### src/rtl/fp_pkg.sv
// Shared floating-point library package.
// Holds the exponent-bias helper, the packed field layout of the default
// single-precision library float, and a helper that splits raw bits into
// that layout. The integer/float converters all import this package.
package fp_pkg;

  localparam int FP_EXP_W  = 8;
  localparam int FP_MANT_W = 23;

  // Default library float: {sign, biased exponent, stored fraction}.
  typedef struct packed {
    logic                 sign;
    logic [FP_EXP_W-1:0]  exp;
    logic [FP_MANT_W-1:0] frac;
  } fp32_t;

  // Exponent bias for an exponent field of exp_w bits.
  function automatic int fp_bias(input int exp_w);
    return (1 << (exp_w - 1)) - 1;
  endfunction

  // View raw float bits as named fields.
  function automatic fp32_t fp_split(input logic [FP_EXP_W+FP_MANT_W:0] bits);
    return fp32_t'(bits);
  endfunction

endpackage

### src/rtl/fp_lzd.sv
// Parameterised leading-one detector (priority encoder).
// Ports:
//   i_vec  : W-bit input vector
//   o_pos  : index of the highest set bit of i_vec (0 when i_vec is zero)
//   o_zero : high when i_vec has no bits set
module fp_lzd #(
  parameter  int W  = 24,
  localparam int IW = (W > 1) ? $clog2(W) : 1
) (
  input  logic [W-1:0]  i_vec,
  output logic [IW-1:0] o_pos,
  output logic          o_zero
);

  // Ascending scan: the last set bit seen wins, giving the highest index.
  always_comb begin
    o_pos = '0;
    for (int i = 0; i < W; i++) begin
      if (i_vec[i]) o_pos = IW'(i);
    end
  end

  assign o_zero = ~|i_vec;

endmodule

### src/rtl/fp_i2f.sv
// Pipelined signed-integer to floating-point converter (three stages).
// Converts a (MANT+1)-bit two's-complement integer into the library float
// format {sign, exp, frac}: no denormals, no NaN/inf, exact (no rounding).
// Ports:
//   clock          : sole clock, rising edge
//   clock_areset_n : asynchronous active-low reset
//   dataa          : signed integer input
//   data_valid     : dataa is valid this cycle
//   data_ready     : converter accepts dataa this cycle
//   result         : float output {sign, exp, frac}
//   result_valid   : result holds a valid conversion
//   result_ready   : downstream accepts result this cycle
module fp_i2f
  import fp_pkg::*;
#(
  parameter  int EXP   = 8,
  parameter  int MANT  = 23,
  localparam int WIDTH = 1 + EXP + MANT
) (
  input  logic                    clock,
  input  logic                    clock_areset_n,
  input  logic signed [MANT:0]    dataa,
  input  logic                    data_valid,
  output logic                    data_ready,
  output logic        [WIDTH-1:0] result,
  output logic                    result_valid,
  input  logic                    result_ready
);

  localparam int BIAS = fp_bias(EXP);
  localparam int PW   = (MANT + 1 > 1) ? $clog2(MANT + 1) : 1;

  // The largest exponent produced is BIAS+MANT; it must fit the field.
  if (BIAS + MANT >= (1 << EXP)) begin : g_exp_range_check
    $error("fp_i2f: BIAS+MANT does not fit in EXP bits");
  end

  function automatic logic [WIDTH-1:0] pack_float(
    input logic            sign,
    input logic [EXP-1:0]  exp,
    input logic [MANT-1:0] frac,
    input logic            zero
  );
    // Zero is emitted as all-zero bits so no negative zero can appear.
    return zero ? '0 : {sign, exp, frac};
  endfunction

  logic                  w_advance;
  logic signed [MANT:0]  w_neg;
  logic        [MANT:0]  w_mag;
  logic        [PW-1:0]  w_pos;
  logic                  w_zero;
  logic        [PW-1:0]  w_shamt;
  logic        [MANT-1:0] w_frac;
  logic        [EXP-1:0] w_exp;

  logic                  r_vld_p0, r_vld_p1, r_vld_p2;
  logic                  r_sign_p0, r_sign_p1;
  logic        [MANT:0]  r_mag_p0;
  logic        [MANT-1:0] r_mag_p1;
  logic        [PW-1:0]  r_pos_p1;
  logic                  r_zero_p1;
  logic        [WIDTH-1:0] r_result_p2;

  // Single global enable: the whole pipeline moves unless the output is stalled.
  assign w_advance    = ~r_vld_p2 | result_ready;
  assign data_ready   = w_advance;
  assign result_valid = r_vld_p2;
  assign result       = r_result_p2;

  // ---- stage 1: sign / magnitude ----
  // -(-2^MANT) wraps back to 2^MANT, which read as unsigned is the correct magnitude.
  assign w_neg = -dataa;
  assign w_mag = dataa[MANT] ? $unsigned(w_neg) : $unsigned(dataa);

  // ---- stage 2: leading-one detect ----
  fp_lzd #(.W(MANT + 1)) u_lzd (
    .i_vec  (r_mag_p0),
    .o_pos  (w_pos),
    .o_zero (w_zero)
  );

  // ---- stage 3: normalise / pack ----
  // Only the bits below the leading one survive into the fraction, so the
  // magnitude's top bit is not carried past stage 2.
  assign w_shamt = PW'(MANT) - r_pos_p1;
  assign w_frac  = r_mag_p1 << w_shamt;
  assign w_exp   = EXP'(BIAS) + EXP'(r_pos_p1);

  always_ff @(posedge clock or negedge clock_areset_n) begin
    if (!clock_areset_n) begin
      r_vld_p0    <= 1'b0;
      r_vld_p1    <= 1'b0;
      r_vld_p2    <= 1'b0;
      r_result_p2 <= '0;
    end else if (w_advance) begin
      r_vld_p0    <= data_valid;
      r_vld_p1    <= r_vld_p0;
      r_vld_p2    <= r_vld_p1;
      r_result_p2 <= pack_float(r_sign_p1, w_exp, w_frac, r_zero_p1);
    end
  end

  // Data registers carry no reset; the valid flags qualify them.
  always_ff @(posedge clock) begin
    if (w_advance) begin
      r_sign_p0 <= dataa[MANT];
      r_mag_p0  <= w_mag;
      r_sign_p1 <= r_sign_p0;
      r_mag_p1  <= r_mag_p0[MANT-1:0];
      r_pos_p1  <= w_pos;
      // Magnitude is zero exactly when the input is zero.
      r_zero_p1 <= w_zero;
    end
  end

endmodule
### config.mk
export PLATFORM = sky130hd
export DESIGN_NAME = fp_i2f
export DESIGN_NICKNAME = d
export VERILOG_FILES = /design/src/rtl/fp_pkg.sv /design/src/rtl/fp_lzd.sv /design/src/rtl/fp_i2f.sv
export SDC_FILE = /design/constraint.sdc
export NUM_CORES = 1
export LEC_CHECK = 0
export BUFFER_PORTS_ARGS = -buffer_cell sky130_fd_sc_hd__buf_2
export CAP_MARGIN = 20
export CELL_PAD_IN_SITES_DETAIL_PLACEMENT = 0
export CELL_PAD_IN_SITES_GLOBAL_PLACEMENT = 2
export CORE_MARGIN = 1
export CORE_UTILIZATION = 41
export DETAILED_ROUTE_END_ITERATION = 6
export PLACE_DENSITY_LB_ADDON = 0.1
export SYNTH_ARGS = -nofsm -noshare
export SYNTH_HDL_FRONTEND = slang
export SYNTH_SLANG_ARGS = --single-unit
### constraint.sdc
create_clock -name clock -period 4.5 [get_ports clock]
set_clock_uncertainty 0.1 [all_clocks]
set_input_delay 0 -clock clock [delete_from_list [all_inputs] [get_ports clock]]
set_output_delay 0 -clock clock [all_outputs]
set_load 0.01 [all_outputs]
==> results of run 1 <==
-- worst min path at each step --
stage	from	endpoint	slack (ns)	cells after the start
after floorplan	clock_areset_n	r_vld_p0	-0.40	0
after global placement	clock_areset_n	result_valid	0.02	1
after detailed placement	clock_areset_n	result[0]	0.02	1
after CTS	dataa[1]	r_mag_p0[1]	0.003	3
after global routing	dataa[1]	r_mag_p0[1]	0.05	3
final	dataa[1]	r_mag_p0[1]	0.009	3
-- worst max-delay path, cell delays in order --
cell           delay (ns)
dlygate4sd3_1        0.53
buf_2                0.14
or4_4                0.55
or4_4                0.51
or3_4                0.40
o31ai_2              0.22
xnor2_1              0.08
dlygate4sd3_1        0.55
-- layer usage --
layer | up-vias | part of all wire
met5 | - | 0
met4 | 0 | 0.020
met3 | 12 | 0.039
met2 | 93 | 0.48
met1 | 1645 | 0.46
li1 | 1718 | -
-- layout make-up --
cell class	instances	area (um^2)	area share
clock buffers	9	225	0.0393
well taps	140	175	0.0305
multi-input cells	288	2050	0.357
inverters	14	52.6	0.00916
flip-flops and latches	90	2530	0.441
clock inverters	7	76.3	0.0133
repair buffers	95	633	0.110
-- registers in the layout, summed over array words and instances, names as in the netlist --
register / flops
result: 32
r_mag_p0: 24
r_mag_p1: 23
r_pos_p1: 5
r_sign_p0: 1
r_sign_p1: 1
r_vld_p0: 1
r_vld_p1: 1
r_zero_p1: 1
result_valid: 1
-- repair_timing --
action / 4_1_cts / 5_1_grt
endpoints found under the setup margin: 0 / 0
hold buffers: 29 / 0
buffers inserted: 0 / 0
hold endpoints to repair: 59 / 0
-- where the power goes --
part / total, W / switching (W) / leakage, nW / internal (W)
Clock: 0.000761 / 0.000327 / 0.142 / 0.000434
Sequential: 0.00134 / 0.000181 / 0.999 / 0.00116
Combinational: 0.00112 / 0.000624 / 1.20 / 0.000493
Total: 0.00322 / 0.00113 / 2.34 / 0.00209
-- placed cells by master (no fill, tap or decap), types with 3 or more instances in the layout --
cell type and n:
buf_2 61, edfxtp_1 55, nand2_1 52, dfrtp_1 35, o21ai_0 29, dlygate4sd3_1 29
nor2_1 23, xnor2_1 23, mux2_2 20, mux2i_1 19, a21oi_1 13, inv_1 11
nand3_1 11, clkbuf_16 9, nand2b_1 8, nor4_1 7, o31ai_1 7, nand4_1 6
mux4_2 6, a22o_1 6, a32o_1 5, nor3_1 5, buf_4 5, or3_1 4
o31ai_2 3, o41ai_1 3, nor2b_1 3, a221o_1 3, ha_1 3
-- cell usage after synthesis, drive strengths merged, types with 6 or more instances --
| cell type | n |
|---|---|
| o31ai | 11 |
| nand4 | 6 |
| xnor2 | 23 |
| inv | 13 |
| nor4 | 7 |
| a22o | 6 |
| clkbuf | 13 |
| nand3 | 11 |
| mux4 | 6 |
| edfxtp | 55 |
| a21oi | 13 |
| mux2 | 20 |
| nand2b | 8 |
| dfrtp | 35 |
| nand2 | 52 |
| mux2i | 19 |
| buf | 7 |
| nor2 | 23 |
| o21ai | 29 |
-- metrics by stage --
stage | setup slack [ns] | power [W] | instance area [um^2] | util
global placement | 1.81 | 0.00245 | 5140 | 0.466
global route | 1.43 | 0.00341 | 5740 | 0.520
detailed placement | 1.83 | 0.00246 | 5140 | 0.466
CTS | 1.53 | 0.00324 | 5740 | 0.520
finish | 1.53 | 0.00322 | 5740 | 0.520
floorplan | 1.52 | 0.00207 | 4710 | -
-- cells by family after synthesis --
group                    count (synthesis)  synth area share
flip-flops                              90             0.537
AND/OR/NAND/NOR                        130             0.134
buffers and inverters                   34            0.0295
XOR/XNOR                                24            0.0446
adder cells (fa/ha/maj)                  3           0.00797
AO/OA/AOI/OAI                           86             0.130
multiplexers                            45             0.117
==> flow_metrics.py, run 1 <==
metrics = {
    "route": {
        "vias_per_cell": 5.39,
        "ant_nets": 0,
        "vias": 3468,
        "routed_wirelength_mm": 10.4,
        "drt-initial-drc-count": 131,
        "routedWlPerCell_um": 16.2,
        "drc": 0,
        "first_pass_iters": 4,
    },
    "synth": {
        "netlist.area_leader.share": 0.351,
        "synth.avg_cell_area_um2": 11.4,
        "synth_enable_flop_cells": 55,
        "ys_seq_area_frac": 0.537,
        "ys_warn_count": 0,
        "syn-num-nets": 443,
        "syn_area_um2": 4710,
        "ys_ff_latch": 90,
        "syn_inst": 412,
        "ys_types": 55,
        "postSynth.asyncResetShare": 0.389,
        "synth.area.top_cells": "edfxtp_1 35%, dfrtp_1 19%, mux2_2 4.8%",
        "synth-main-ff-cell": "edfxtp_1",
        "synth_top_cell_by_area": "edfxtp_1",
    },
    "floorplanning": {
        "die_area_um2": 11900,
        "io_pins": 62,
        "fp-row-count": 38,
        "start_util": 0.427,
        "die-width_um": 109,
        "core_area_um2": 11000,
        "die_y_um": 109,
    },
    "cts": {
        "clk_pin_slew_worst_paths_ns": 0.06,
        "clock_latency_ns": 0.35,
        "htree_levels": 3,
        "cts_made_buffers": 9,
        "cts-root-buf": "clkbuf_16",
        "cts_tree": "done",
        "ctsResizeCount": 0,
        "cts_buffer_depth": 2,
        "clkSinkCount": 90,
    },
    "timing": {
        "worst_slew_pin_slew_ns": 0.893,
        "maxSlewHeadroom": 0.405,
        "setup_viol": 0,
        "tns_ns": 0,
        "post-route-period-util": 0.661,
        "rsz0062_at_grt": "false",
        "clock.fmax_mhz": 336,
        "fin_crit_ns": 2.97,
        "hold_slack_ns": 0.00875,
        "finalHoldViolations": 0,
        "drv_slew": 0,
    },
    "worst_setup_path": {
        "crit_fanout": 5,
        "crit_type": "in -> reg",
        "r2r_start": "r_pos_p1[3]",
        "cp.required_ns": 4.50,
        "r2r_end": "result[1]",
        "crit_start": "dataa[5]",
        "setup.worst_path.end": "r_mag_p0[22]",
        "worstSetupStartpointType": "input pin",
        "reg2reg_depth": 6,
        "arrival_ns": 2.97,
        "critical_path.endpoint_type": "flip-flop",
        "reg2reg_slack_ns": 1.76,
    },
    "global_routing": {
        "top_usage_layer": "met2",
        "grt_max_degree": 61,
        "met1_usage": 0.239,
        "grt.total_usage": 0.189,
        "use_met2": 0.321,
        "grt_pass1_vias": 3439,
        "use_met3": 0.0233,
        "grt_overflow": 0,
        "grt_pass1_wl_mm": 16.9,
        "antenna_found_initial": 0,
    },
    "finish": {
        "instances_no_fill": 643,
        "drive_above_1_share": 0.241,
        "fillers": 995,
        "area_growth_pct": 21.8,
        "n_antenna_cell": 0,
        "layout.nets": 529,
    },
    "power_and_ir_drop": {
        "leakage_nw": 2.34,
        "power_density_nw_per_um2": 561,
        "peakVddDrop_mv": 0.306,
    },
    "placed_design": {
        "dpl.cell_count": 598,
        "dpl.hpwl_mm": 7.47,
        "portBuffers": 61,
        "place_congestion": 0.810,
    },
    "outcome": {
        "status": "finished clean",
    },
    "min_path": {
        "hp-class": "in -> reg",
    },
    "job": {
        "maxCapViolations": 0,
    },
}
Power figures use the tool's default switching activity.
==> run 2, diff against run 1 <==
ABC_AREA = 1   (was unset)
CORE_UTILIZATION = 32   (was 41)
clock period = 2.6 ns   (was 4.5 ns; I/O delays follow)
==> flow_metrics.py, run 2 <==
metrics = {
    "outcome": {
        "status": "finished clean",
    },
    "global_routing": {
        "grt.total_usage": 0.146,
        "grt_max_degree": 36,
        "antenna_found_initial": 0,
        "grt_pass1_wl_mm": 17.0,
        "grt_pass1_vias": 3470,
        "grt_overflow": 0,
    },
    "timing": {
        "rsz0062_at_grt": "false",
        "finalHoldViolations": 0,
        "tns_ns": 0,
        "clock.fmax_mhz": 447,
        "worst_slew_pin_slew_ns": 0.779,
        "post-route-period-util": 0.860,
        "maxSlewHeadroom": 0.480,
        "fin_crit_ns": 2.23,
        "drv_slew": 0,
        "setup_viol": 0,
    },
    "worst_setup_path": {
        "cp.required_ns": 2.71,
        "crit_fanout": 4,
        "crit_slowest_cell": "dlygate4sd3_1",
        "slowest_delay_ns": 0.56,
        "path_cells": "dlygate4sd3_1 -> buf_2 -> nor3_2 -> nand3_1 -> nor2_2 -> nand2_2 -> nor3_4 -> nand4_1 -> nor4_2 -> dlygate4sd3_1",
        "reg2reg_depth": 9,
        "r2r_end": "result[15]",
        "reg2reg_slack_ns": 0.43,
        "crit_type": "in -> reg",
        "critical_path.endpoint_type": "flip-flop",
        "cp_common_cell": "dlygate4sd3_1",
        "arrival_ns": 2.35,
        "r2r_start": "r_pos_p1[0]",
        "worstSetupStartpointType": "input pin",
    },
    "synth": {
        "synth.area.top_cells": "edfxtp_1 35%, dfrtp_1 18%, nand2_1 13%",
        "synth_top_cell_by_area": "edfxtp_1",
        "ys_types": 43,
        "synth.avg_cell_area_um2": 8.89,
        "ys_warn_count": 0,
        "syn_inst": 536,
        "synth_enable_flop_cells": 55,
        "synth-main-ff-cell": "edfxtp_1",
        "syn_area_um2": 4760,
        "ys_ff_latch": 90,
        "synthTopCellsByCount": "165 x nand2_1, 55 x edfxtp_1, 52 x inv_1",
        "postSynth.asyncResetShare": 0.389,
        "syn-num-nets": 567,
        "ys_seq_area_frac": 0.530,
        "synth_most_common_cell": "nand2_1",
        "netlist.area_leader.share": 0.347,
    },
    "route": {
        "vias_per_cell": 4.64,
        "drt-initial-drc-count": 169,
        "first_pass_iters": 4,
        "routed_wirelength_mm": 10.8,
        "routedWlPerCell_um": 13.2,
        "drc": 0,
        "ant_nets": 0,
        "vias": 3785,
    },
    "floorplanning": {
        "core_area_um2": 14500,
        "die_y_um": 124,
        "fp-row-count": 44,
        "io_pins": 62,
        "start_util": 0.328,
        "die-width_um": 124,
        "die_area_um2": 15400,
    },
    "cts": {
        "clk_pin_slew_worst_paths_ns": 0.06,
        "htree_levels": 3,
        "cts-root-buf": "clkbuf_16",
        "cts_made_buffers": 9,
        "clkSinkCount": 90,
        "cts_tree": "done",
        "cts_setup_buffers": 0,
        "clock_latency_ns": 0.34,
        "cts_buffer_depth": 2,
    },
    "finish": {
        "layout.nets": 657,
        "n_antenna_cell": 0,
        "drive_above_1_share": 0.163,
        "postLayoutCoreUtil": 0.401,
        "final_cell_mix": "165 x nand2_1, 61 x buf_2, 55 x edfxtp_1",
        "area_growth_pct": 22.2,
        "final_common_cell": "nand2_1",
        "largest_reg_flops": 32,
    },
    "placed_design": {
        "place_congestion": 0.808,
        "portBuffers": 61,
        "dpl.hpwl_mm": 8.54,
    },
    "power_and_ir_drop": {
        "peakVddDrop_mv": 0.338,
        "leakage_nw": 2.62,
        "power_density_nw_per_um2": 943,
    },
    "job": {
        "maxCapViolations": 0,
    },
    "min_path": {
        "hp-class": "in -> async",
    },
}
==> run 2: cell count changes after synthesis, sizes merged, moves of 8 or more <==
cell    before  now
a21oi       13    3
buf          7   15
inv         13   55
mux2        20    0
mux2i       19    3
nand2       52  167
nand2b       8    0
nor2        23   42
o21ai       29   57
o31ai       11    1
xnor2       23    6
xor2         1   17
==> run 2: through the flow <==
step,instance area (um^2),power [W],worst slack [ns],cells,hold WS (ns)
6_report,5820,0.00549,0.365,815,0.173
5_1_grt,5820,0.00592,0.143,815,0.277
4_1_cts,5820,0.00558,0.351,815,0.190
3_5_place_dp,5250,0.00427,0.420,770,0.0198
3_3_place_gp,5250,0.00426,0.379,770,0.0205
2_1_floorplan,4760,0.00360,0.360,536,-0.396
==> run 2: metal layers <==
| metal | GRT usage | wire length, um | part of all wire | up-vias |
|---|---|---|---|---|
| met5 | 0 | 0 | 0 | - |
| met4 | 0.0640 | 193 | 0.018 | 0 |
| met3 | 0.0247 | 411 | 0.038 | 14 |
| met2 | 0.253 | 5170 | 0.48 | 88 |
| met1 | 0.178 | 4990 | 0.46 | 1713 |
| li1 | - | - | - | 1970 |
==> run 2: worst max path at each step <==
stage / from / end / slack, ns / depth (start not counted)
finish: dataa[1] / r_mag_p0[23] / 0.37 / 10
global route: r_pos_p1[3] / result[14] / 0.14 / 8
CTS: dataa[1] / r_mag_p0[23] / 0.35 / 10
detailed placement: r_pos_p1[0] / result[15] / 0.42 / 9
global placement: r_pos_p1[0] / result[15] / 0.38 / 9
floorplan: result_valid / r_mag_p0[0] / 0.36 / 3
==> run 2: area by class of cell <==
cell class,instances,area [um^2]
Clock buffer,10,229
Sequential cell,90,2530
Tap cell,184,230
Timing Repair Buffer,100,683
Inverter,55,206
Clock inverter,6,57.6
Fill cell,1506,8710
Multi-Input combinational cell,370,1890
==> run 2: cell families after synthesis <==
logic type,count (synthesis),synth area share
AOI/OAI and AO/OA,92,0.121
DFF,90,0.530
and+or+nand+nor,249,0.219
adders and majority gates,3,0.00788
buffers and inverters,76,0.0733
muxes,3,0.00630
xor gates and xnor gates,23,0.0423
==> run 2: critical path, delay by kind of cell <==
family,cells,cell delay (ns)
and+or+nand+nor,7,1.13
buffers and inverters,3,1.21
==> run 2: timing repair <==
| action | CTS | global route |
|---|---|---|
| hold endpoints to repair | 64 | 0 |
| resized for setup | 0 | 0 |
| hold buffers | 29 | 0 |
==> run 2: where the power goes <==
group	leakage (nW)	internal [W]	switching, W
Sequential	0.997	0.00201	0.000216
Clock	0.135	0.000736	0.000514
Combinational	1.49	0.000722	0.00129
==> run 3, diff against run 2 <==
CTS_CLUSTER_DIAMETER = 100   (was unset)
GPL_TIMING_DRIVEN = 0   (was unset)
==> flow_metrics.py, run 3 (same netlist as run 2, synthesis figures left out) <==
metrics = {
    "outcome": {
        "status": "finished clean",
    },
    "min_path": {
        "min-delay-start": "result_ready",
        "hold_depth": 3,
        "hp-class": "in -> reg",
        "min_to": "result[4]",
    },
    "timing": {
        "fin_crit_ns": 2.38,
        "tns_ns": 0,
        "finalHoldViolations": 0,
        "worst_slew_pin_slew_ns": 0.763,
        "post-route-period-util": 0.915,
        "setup_viol": 0,
        "clock.fmax_mhz": 420,
        "drv_slew": 0,
        "rsz0062_at_grt": "false",
        "hold_slack_ns": 0.0100,
        "maxSlewHeadroom": 0.491,
    },
    "route": {
        "vias": 3848,
        "routedWlPerCell_um": 13.7,
        "ant_nets": 0,
        "drc": 0,
        "routed_wirelength_mm": 11.3,
        "drt-initial-drc-count": 180,
        "vias_per_cell": 4.66,
        "first_pass_iters": 4,
    },
    "finish": {
        "area_growth_pct": 23.2,
        "instances_no_fill": 825,
        "n_antenna_cell": 0,
        "layout.nets": 667,
        "largest_reg_flops": 32,
        "final_common_cell": "nand2_1",
        "drive_above_1_share": 0.172,
        "final_cell_mix": "165 x nand2_1, 67 x buf_2, 55 x edfxtp_1",
    },
    "worst_setup_path": {
        "cp_common_cell": "inv_1",
        "arrival_ns": 2.54,
        "cp.required_ns": 2.76,
        "r2r_end": "result[14]",
        "crit_fanout": 9,
        "slowest_delay_ns": 0.52,
        "worstSetupStartpointType": "flip-flop",
        "reg2reg_slack_ns": 0.22,
        "r2r_start": "r_pos_p1[3]",
        "crit_family": "buffers and inverters",
        "reg2reg_depth": 9,
        "path_cells": "inv_1 -> ha_1 -> buf_6 -> inv_1 -> nor2_2 -> inv_1 -> nor2_2 -> inv_2 -> o221ai_1",
        "critical_path.endpoint_type": "flip-flop",
        "crit_type": "reg -> reg",
        "crit_slowest_cell": "edfxtp_1",
        "crit_buf_inv": 5,
    },
    "global_routing": {
        "antenna_found_initial": 0,
        "use_met3": 0.0247,
        "grt_pass1_vias": 3617,
        "grt.total_usage": 0.157,
        "grt_overflow": 0,
        "top_usage_layer": "met2",
        "grt_pass1_wl_mm": 17.8,
        "grt_max_degree": 36,
        "met1_usage": 0.179,
        "use_met2": 0.282,
    },
    "floorplanning": {
        "io_pins": 62,
        "fp-row-count": 44,
        "start_util": 0.328,
        "die_area_um2": 15400,
        "die-width_um": 124,
        "core_area_um2": 14500,
        "die_y_um": 124,
    },
    "cts": {
        "clk_pin_slew_worst_paths_ns": 0.06,
        "cts_made_buffers": 9,
        "cts_buffer_depth": 2,
        "cts_tree": "done",
        "ctsResizeCount": 0,
        "clkSinkCount": 90,
        "cts-root-buf": "clkbuf_16",
        "htree_levels": 3,
        "cts_setup_buffers": 0,
        "clock_latency_ns": 0.35,
    },
    "placed_design": {
        "dpl.cell_count": 782,
        "place_congestion": 0.810,
        "dpl.hpwl_mm": 9.14,
        "portBuffers": 61,
    },
    "power_and_ir_drop": {
        "leakage_nw": 2.65,
        "power_density_nw_per_um2": 940,
        "peakVddDrop_mv": 0.379,
    },
    "job": {
        "maxCapViolations": 0,
    },
}
## run 3: power by group
group          internal, W  total [W]  switching [W]
clock network     0.000643    0.00118       0.000538
registers          0.00201    0.00224       0.000225
logic             0.000772    0.00210        0.00133
## run 3: area by class of cell
type	instances	area, um^2
inverters	55	206
fillers	1517	8660
flip-flops and latches	90	2530
well taps	184	230
repair buffers	90	613
plain buffers	20	139
multi-input cells	370	1890
clock buffers	9	225
clock inverters	7	42.5
## run 3: repair_timing
item | 4_1_cts | 5_1_grt
setup endpoints to repair | 0 | 9
hold buffers | 28 | 0
endpoints found under the hold margin | 61 | 0
## run 3: how the worst max path moves through the flow
stage | startpoint | to | slack [ns] | cells past startpoint
after global placement | result_valid | r_mag_p0[0] | 0.01 | 3
after detailed placement | r_pos_p1[3] | result[14] | 0.12 | 10
after floorplan | result_valid | r_mag_p0[0] | 0.36 | 3
after global routing | r_pos_p1[3] | result[13] | 0.05 | 9
final | r_pos_p1[3] | result[14] | 0.22 | 9
after CTS | r_pos_p1[3] | result[14] | 0.09 | 10
## run 3: metal layers
metal / wire length, um / part of all wire
met3: 383 / 0.034
met2: 5650 / 0.50
met5: 0 / 0
met1: 5020 / 0.44
met4: 227 / 0.020
## run 3: stage by stage
step	worst slack, ns	instance area (um^2)	util	power [W]
floorplan	0.360	4760	-	0.00360
global placement	0.0105	5300	0.365	0.00434
detailed placement	0.122	5330	0.367	0.00437
CTS	0.0931	5880	0.404	0.00560
global route	0.0498	5870	0.404	0.00594
finish	0.220	5870	0.404	0.00552
## run 3: worst reg2reg max path, cell delays in order, from the launching register on
cell,delay [ns]
edfxtp_1,0.52
inv_1,0.22
ha_1,0.34
buf_6,0.13
inv_1,0.10
nor2_2,0.19
inv_1,0.16
nor2_2,0.23
inv_2,0.11
o221ai_1,0.20
